File: src/rtl/dpwm_deadtime_cmp.sv
// dpwm_deadtime_cmp: duty comparator plus complementary gate drive with dead time.
// Takes the stepped period counter, holds a double-buffered duty command that is
// swapped in at the period boundary, forms a raw PWM and drives a high/low pair
// that never overlaps. A counter value above the terminal count latches a fault.
module dpwm_deadtime_cmp #(
  parameter int MAX_COUNT  = 1000,
  parameter int DEAD_CYC   = 2,
  parameter int DUTY_RESET = 0
) (
  input  logic       clkFC,
  input  logic       reset,
  input  logic [9:0] cuenta10,
  input  logic [9:0] duty_in,
  input  logic       duty_valid,
  output logic       duty_ready,
  output logic       pwm_h,
  output logic       pwm_l,
  output logic       period_tick,
  output logic       fault
);

  localparam logic [9:0] MAX_C     = 10'(MAX_COUNT);
  localparam logic [9:0] DUTY_RST  = 10'(DUTY_RESET);
  localparam logic [3:0] DCNT_LAST = 4'(DEAD_CYC - 1);

  typedef enum logic [2:0] {
    LOW_ON,
    DEAD_LH,
    HIGH_ON,
    DEAD_HL,
    FAULT
  } state_t;

  logic [9:0] pendQ;
  logic       pendFlagQ;
  logic [9:0] dutyActQ;
  logic       pwmRawQ;
  logic       periodTickQ;
  logic       faultQ;
  state_t     stateQ, stateD;
  logic [3:0] dcntQ, dcntD;

  logic       accept;
  logic       atBoundary;
  logic       rangeErr;
  logic       loadDuty;
  logic [9:0] dutyClamped;

  assign duty_ready  = !pendFlagQ && !faultQ;
  assign accept      = duty_valid && duty_ready;
  assign atBoundary  = (cuenta10 == MAX_C);
  assign rangeErr    = (cuenta10 > MAX_C);
  assign loadDuty    = atBoundary && pendFlagQ;
  assign dutyClamped = (duty_in > MAX_C) ? MAX_C : duty_in;
  assign period_tick = periodTickQ;
  assign fault       = faultQ;

  // Duty double buffer, raw compare, boundary tick and the sticky fault flag.
  always_ff @(posedge clkFC or posedge reset) begin
    if (reset) begin
      pendQ       <= '0;
      pendFlagQ   <= 1'b0;
      dutyActQ    <= DUTY_RST;
      pwmRawQ     <= 1'b0;
      periodTickQ <= 1'b0;
      faultQ      <= 1'b0;
    end else begin
      periodTickQ <= atBoundary;
      pwmRawQ     <= (dutyActQ >= MAX_C) ? 1'b1 : (cuenta10 < dutyActQ);
      if (accept) begin
        pendQ <= dutyClamped;
      end
      if (loadDuty) begin
        dutyActQ <= pendQ;
      end
      if (rangeErr) begin
        faultQ    <= 1'b1;
        pendFlagQ <= 1'b0;
      end else if (accept) begin
        pendFlagQ <= 1'b1;
      end else if (loadDuty) begin
        pendFlagQ <= 1'b0;
      end
    end
  end

  // Dead-time state register; reset parks in DEAD_HL so the low side comes up first.
  always_ff @(posedge clkFC or posedge reset) begin
    if (reset) begin
      stateQ <= DEAD_HL;
      dcntQ  <= '0;
    end else begin
      stateQ <= stateD;
      dcntQ  <= dcntD;
    end
  end

  // Next state: a raw edge opens a dead gap, reversal aborts it, range error wins all.
  always_comb begin
    stateD = stateQ;
    dcntD  = dcntQ;
    if (rangeErr) begin
      stateD = FAULT;
      dcntD  = '0;
    end else begin
      case (stateQ)
        LOW_ON: begin
          if (pwmRawQ) begin
            stateD = DEAD_LH;
            dcntD  = '0;
          end
        end
        DEAD_LH: begin
          if (!pwmRawQ) begin
            stateD = LOW_ON;
          end else if (dcntQ == DCNT_LAST) begin
            stateD = HIGH_ON;
          end else begin
            dcntD = dcntQ + 4'd1;
          end
        end
        HIGH_ON: begin
          if (!pwmRawQ) begin
            stateD = DEAD_HL;
            dcntD  = '0;
          end
        end
        DEAD_HL: begin
          if (pwmRawQ) begin
            stateD = HIGH_ON;
          end else if (dcntQ == DCNT_LAST) begin
            stateD = LOW_ON;
          end else begin
            dcntD = dcntQ + 4'd1;
          end
        end
        FAULT: begin
          stateD = FAULT;
        end
        default: begin
          stateD = FAULT;
        end
      endcase
    end
  end

  // Gate drives decoded from the state register alone, so they cannot overlap.
  always_comb begin
    pwm_h = 1'b0;
    pwm_l = 1'b0;
    case (stateQ)
      LOW_ON:  pwm_l = 1'b1;
      HIGH_ON: pwm_h = 1'b1;
      default: begin
        pwm_h = 1'b0;
        pwm_l = 1'b0;
      end
    endcase
  end

endmodule
File: config.mk
export PLATFORM = sky130hd
export DESIGN_NAME = dpwm_deadtime_cmp
export DESIGN_NICKNAME = d
export VERILOG_FILES = /design/src/rtl/dpwm_deadtime_cmp.sv
export SDC_FILE = /design/constraint.sdc
export NUM_CORES = 1
export LEC_CHECK = 0
export ABC_CLOCK_PERIOD_IN_PS = 1700
export CORE_MARGIN = 3
export CORE_UTILIZATION = 29
export DETAILED_ROUTE_END_ITERATION = 16
export SKIP_LAST_GASP = 1
export SYNTH_ARGS = -nofsm -noshare
export SYNTH_HDL_FRONTEND = slang
export SYNTH_SLANG_ARGS = --single-unit
export TNS_END_PERCENT = 5
File: constraint.sdc
create_clock -name clkFC -period 1.7 [get_ports clkFC]
set_input_delay 0.425 -clock clkFC [delete_from_list [all_inputs] [get_ports clkFC]]
set_output_delay 0.425 -clock clkFC [all_outputs]
set_load 0.03 [all_outputs]
==> results.yml <==
status:
  status: "complete, but fails checks"
  violations: "setup timing"
critical_path:
  startpoint_type: "primary input"
  crit_arrival_ns: 1.89
  r2r_slack_ns: 0.10
  crit_required_ns: 1.86
  cp_cell_sequence: "clkdlybuf4s15_1 > or3_4 > or4_4 > mux2_4"
  slowest_delay_ns: 0.62
  critPathKind: "primary input to flop"
  critPathBufInv: 1
  path_max_fanout: 5
  crit-reg2reg-launch: "dcntQ[1]"
  reg2reg_to: "dcntQ[3]"
  reg2reg_depth: 6
  end_kind: "flop"
  path_delay_family: "simple AND/OR/NAND/NOR gates"
  cpMaxStageDelayCell: "or4_4"
placement:
  io_buffer_count: 27
  place.gp.congestion: 0.7357
  place_hpwl_mm: 2.353
  place_area_sq_mm: 0.002106
grt:
  grt_usage_pct: 10.49
  grt_overflow: 0
  grt_pass1_wl_mm: 5.216
  grt_pass1_vias: 1169
  grt_max_degree: 24
  antenna_found_initial: 0
clock_tree:
  cts_root_buf: "clkbuf_8"
  cts_hold_buffers: 0
  cts_made_buffers: 5
  htree_levels: 2
  cts.sinks: 31
  cts_tree: "yes"
  postCtsSetupRepairBufs: 0
  clk_path_buf_depth: 2
  clock_latency_ns: 0.28
  clk_pin_slew_worst_paths_ns: 0.06
pwr:
  swShare_pct: 24.62
  p_per_area_mw_per_mm2: 1052
  p_leak_nw: 1.061
  p_int_mw: 1.799
  clock_power_share_pct: 35.4
  p_seq_share_pct: 43.4
  comb_power_share_pct: 21.2
  power_mw: 2.386
  ir_worst_vdd_v: 0.0005209
  p_sw_mw: 0.5873
timing:
  whs_ns: 0.4280
  max_freq_mhz: 580.0
  min_period_ns: 1.724
  slew_violations: 0
  rsz0062_at_grt: "true"
  setup_violations: 5
  post-route-period-util_pct: 101.4
  worst_slack_ns: -0.02426
  hold_viol: 0
  fin_skew_ns: 0.008614
  worst_slew_pin_slew_ns: 0.3867
  max-slew-margin-rel_pct: 74.19
layout:
  fin_area_sq_mm: 0.002267
  antennaDiodeCount: 0
  final_common_cell: "dfrtp_1"
  utilization_pct: 43.29
  area_growth_pct: 40.03
  drive_gt1_share_pct: 32.28
  nets: 222
  final_cell_mix: "dfrtp_1 (29), buf_4 (21), inv_1 (14), clkdlybuf4s50_1 (14), ha_1 (11)"
  fillCellCount: 500
  multi_input_area_sq_um: 805.8
  seq_area_sq_um: 778.2
synth:
  synth_top_family_by_area: "multiplexers"
  synth-simple-area-share_pct: 12.91
  async_flop_share_pct: 100.0
  synth_top_area_share_pct: 44.82
  synth_compound_area_share_pct: 10.28
  muxShareOfSynthArea_pct: 15.30
  ys_top_cells_by_area: "dfrtp_1 (45%), mux2_4 (9.3%), ha_1 (8.5%)"
  ys_seq_elements: 31
  ys_seq_area_share_pct: 48.07
  synth_adder_area_share_pct: 8.501
  ys_types: 40
  syn-num-nets: 171
  synth_ff_type: "dfrtp_1"
  avgSynthCellArea_sq_um: 11.82
  synth_edf_count: 0
  netlist_area_sq_mm: 0.001619
  yosys.area.top_type: "dfrtp_1"
  syn_inst: 137
  synth_xor_xnor_area_share_pct: 0.5410
  yosys_warnings: 0
die:
  core_area_sq_mm: 0.005238
  start_util_pct: 30.91
  ioPinCount: 28
  fp.dieW_um: 80.72
  dieArea_sq_mm: 0.006516
  num_rows: 26
  die_h_um: 80.72
worst_hold_path:
  worst_hold_path_type: "primary input to asynchronous set/reset pin"
drt:
  vias: 1176
  ant_nets: 0
  drt-total-wl_mm: 3.002
  drc_errors: 0
  wl_per_cell_um: 11.59
  drt_iter0_drc: 23
  via_per_inst: 4.541
  first_pass_iters: 4
flow_run:
  cap_violations: 0
## power by group through the flow
stage          Clock [mW]  Combinational (mW)  Sequential [mW]
6_report            0.846               0.505             1.04
5_1_grt             0.897               0.570             1.07
4_1_cts             0.867               0.513             1.04
3_5_place_dp            0               0.510             1.05
3_3_place_gp            0               0.500             1.05
2_1_floorplan           0               0.313             1.02
## metal layers
| metal | up-vias | part of all wire [%] | wire length (um) | GRT usage, % |
|---|---|---|---|---|
| li1 | 598 | - | - | - |
| met1 | 541 | 46 | 1395 | 13.06 |
| met2 | 27 | 46 | 1373 | 16.23 |
| met3 | 10 | 4.4 | 131 | 3.139 |
| met4 | 0 | 3.4 | 102 | 5.743 |
| met5 | - | 0 | 0 | 0 |
## through the flow
| stage | setup TNS, ns | setup slack [ns] | instances |
|---|---|---|---|
| floorplan | -1.584 | -0.09738 | 137 |
| global placement | -9.354 | -0.6184 | 250 |
| detailed placement | -9.358 | -0.6279 | 250 |
| CTS | -0.6165 | -0.07516 | 259 |
| global route | -0.2650 | -0.03232 | 259 |
| finish | -0.1061 | -0.02426 | 259 |
## state kept, by name, indices dropped and copies added (netlist names)
name / count
dcntQ: 4
stateQ: 3
dutyActQ: 10
period_tick: 1
pendQ: 10
fault: 1
pendFlagQ: 1
pwmRawQ: 1
## final cells by class
type	count	share of cell area, %
repair buffers	46	18.10
multi-input cells	90	35.54
clock buffers	6	3.201
inverters	14	2.318
clock inverters	2	2.649
well taps	70	3.863
flip-flops and latches	31	34.33
## synth_stat cells, drive strengths merged, types with 2 or more instances
library cell   n
and3           2
a21oi          7
ha            11
nor2b          3
mux2          16
o21ai          3
nor3           6
dfstp          2
clkbuf         2
a31oi          2
or2            3
nand2          3
dfrtp         29
nand4b         2
nor2           5
inv           14
a22o           4
mux2i          3
## worst max-delay path by stage
stage / depth (start not counted) / slack (ns) / startpoint / to
after global routing: 4 / -0.03 / cuenta10[0] / dutyActQ[6]
after detailed placement: 5 / -0.63 / cuenta10[5] / dutyActQ[5]
after CTS: 4 / -0.08 / cuenta10[2] / dutyActQ[5]
after global placement: 5 / -0.62 / cuenta10[6] / dutyActQ[8]
after floorplan: 4 / -0.1 / cuenta10[1] / dutyActQ[0]
final: 4 / -0.02 / cuenta10[0] / dutyActQ[6]
## cell families after synthesis
| logic type | after synthesis |
|---|---|
| compound gates | 25 |
| simple gates | 33 |
| mux | 19 |
| buf+inv | 17 |
| flops | 31 |
| fa+ha+maj | 11 |
| xor+xnor | 1 |
## worst reg2reg max path: stages (launching register included)
cell,delay [ns]
dfrtp_1,0.38
inv_1,0.06
ha_1,0.17
and4bb_2,0.25
nor3_2,0.33
nand4b_1,0.15
a31oi_1,0.19
## repair_timing
item	4_1_cts	5_1_grt
endpoints found under the setup margin	18	17
cloned	1	0
pin swaps	4	5
hold endpoints to repair	0	0
gates resized for setup	12	8
Power figures use the tool's default switching activity.
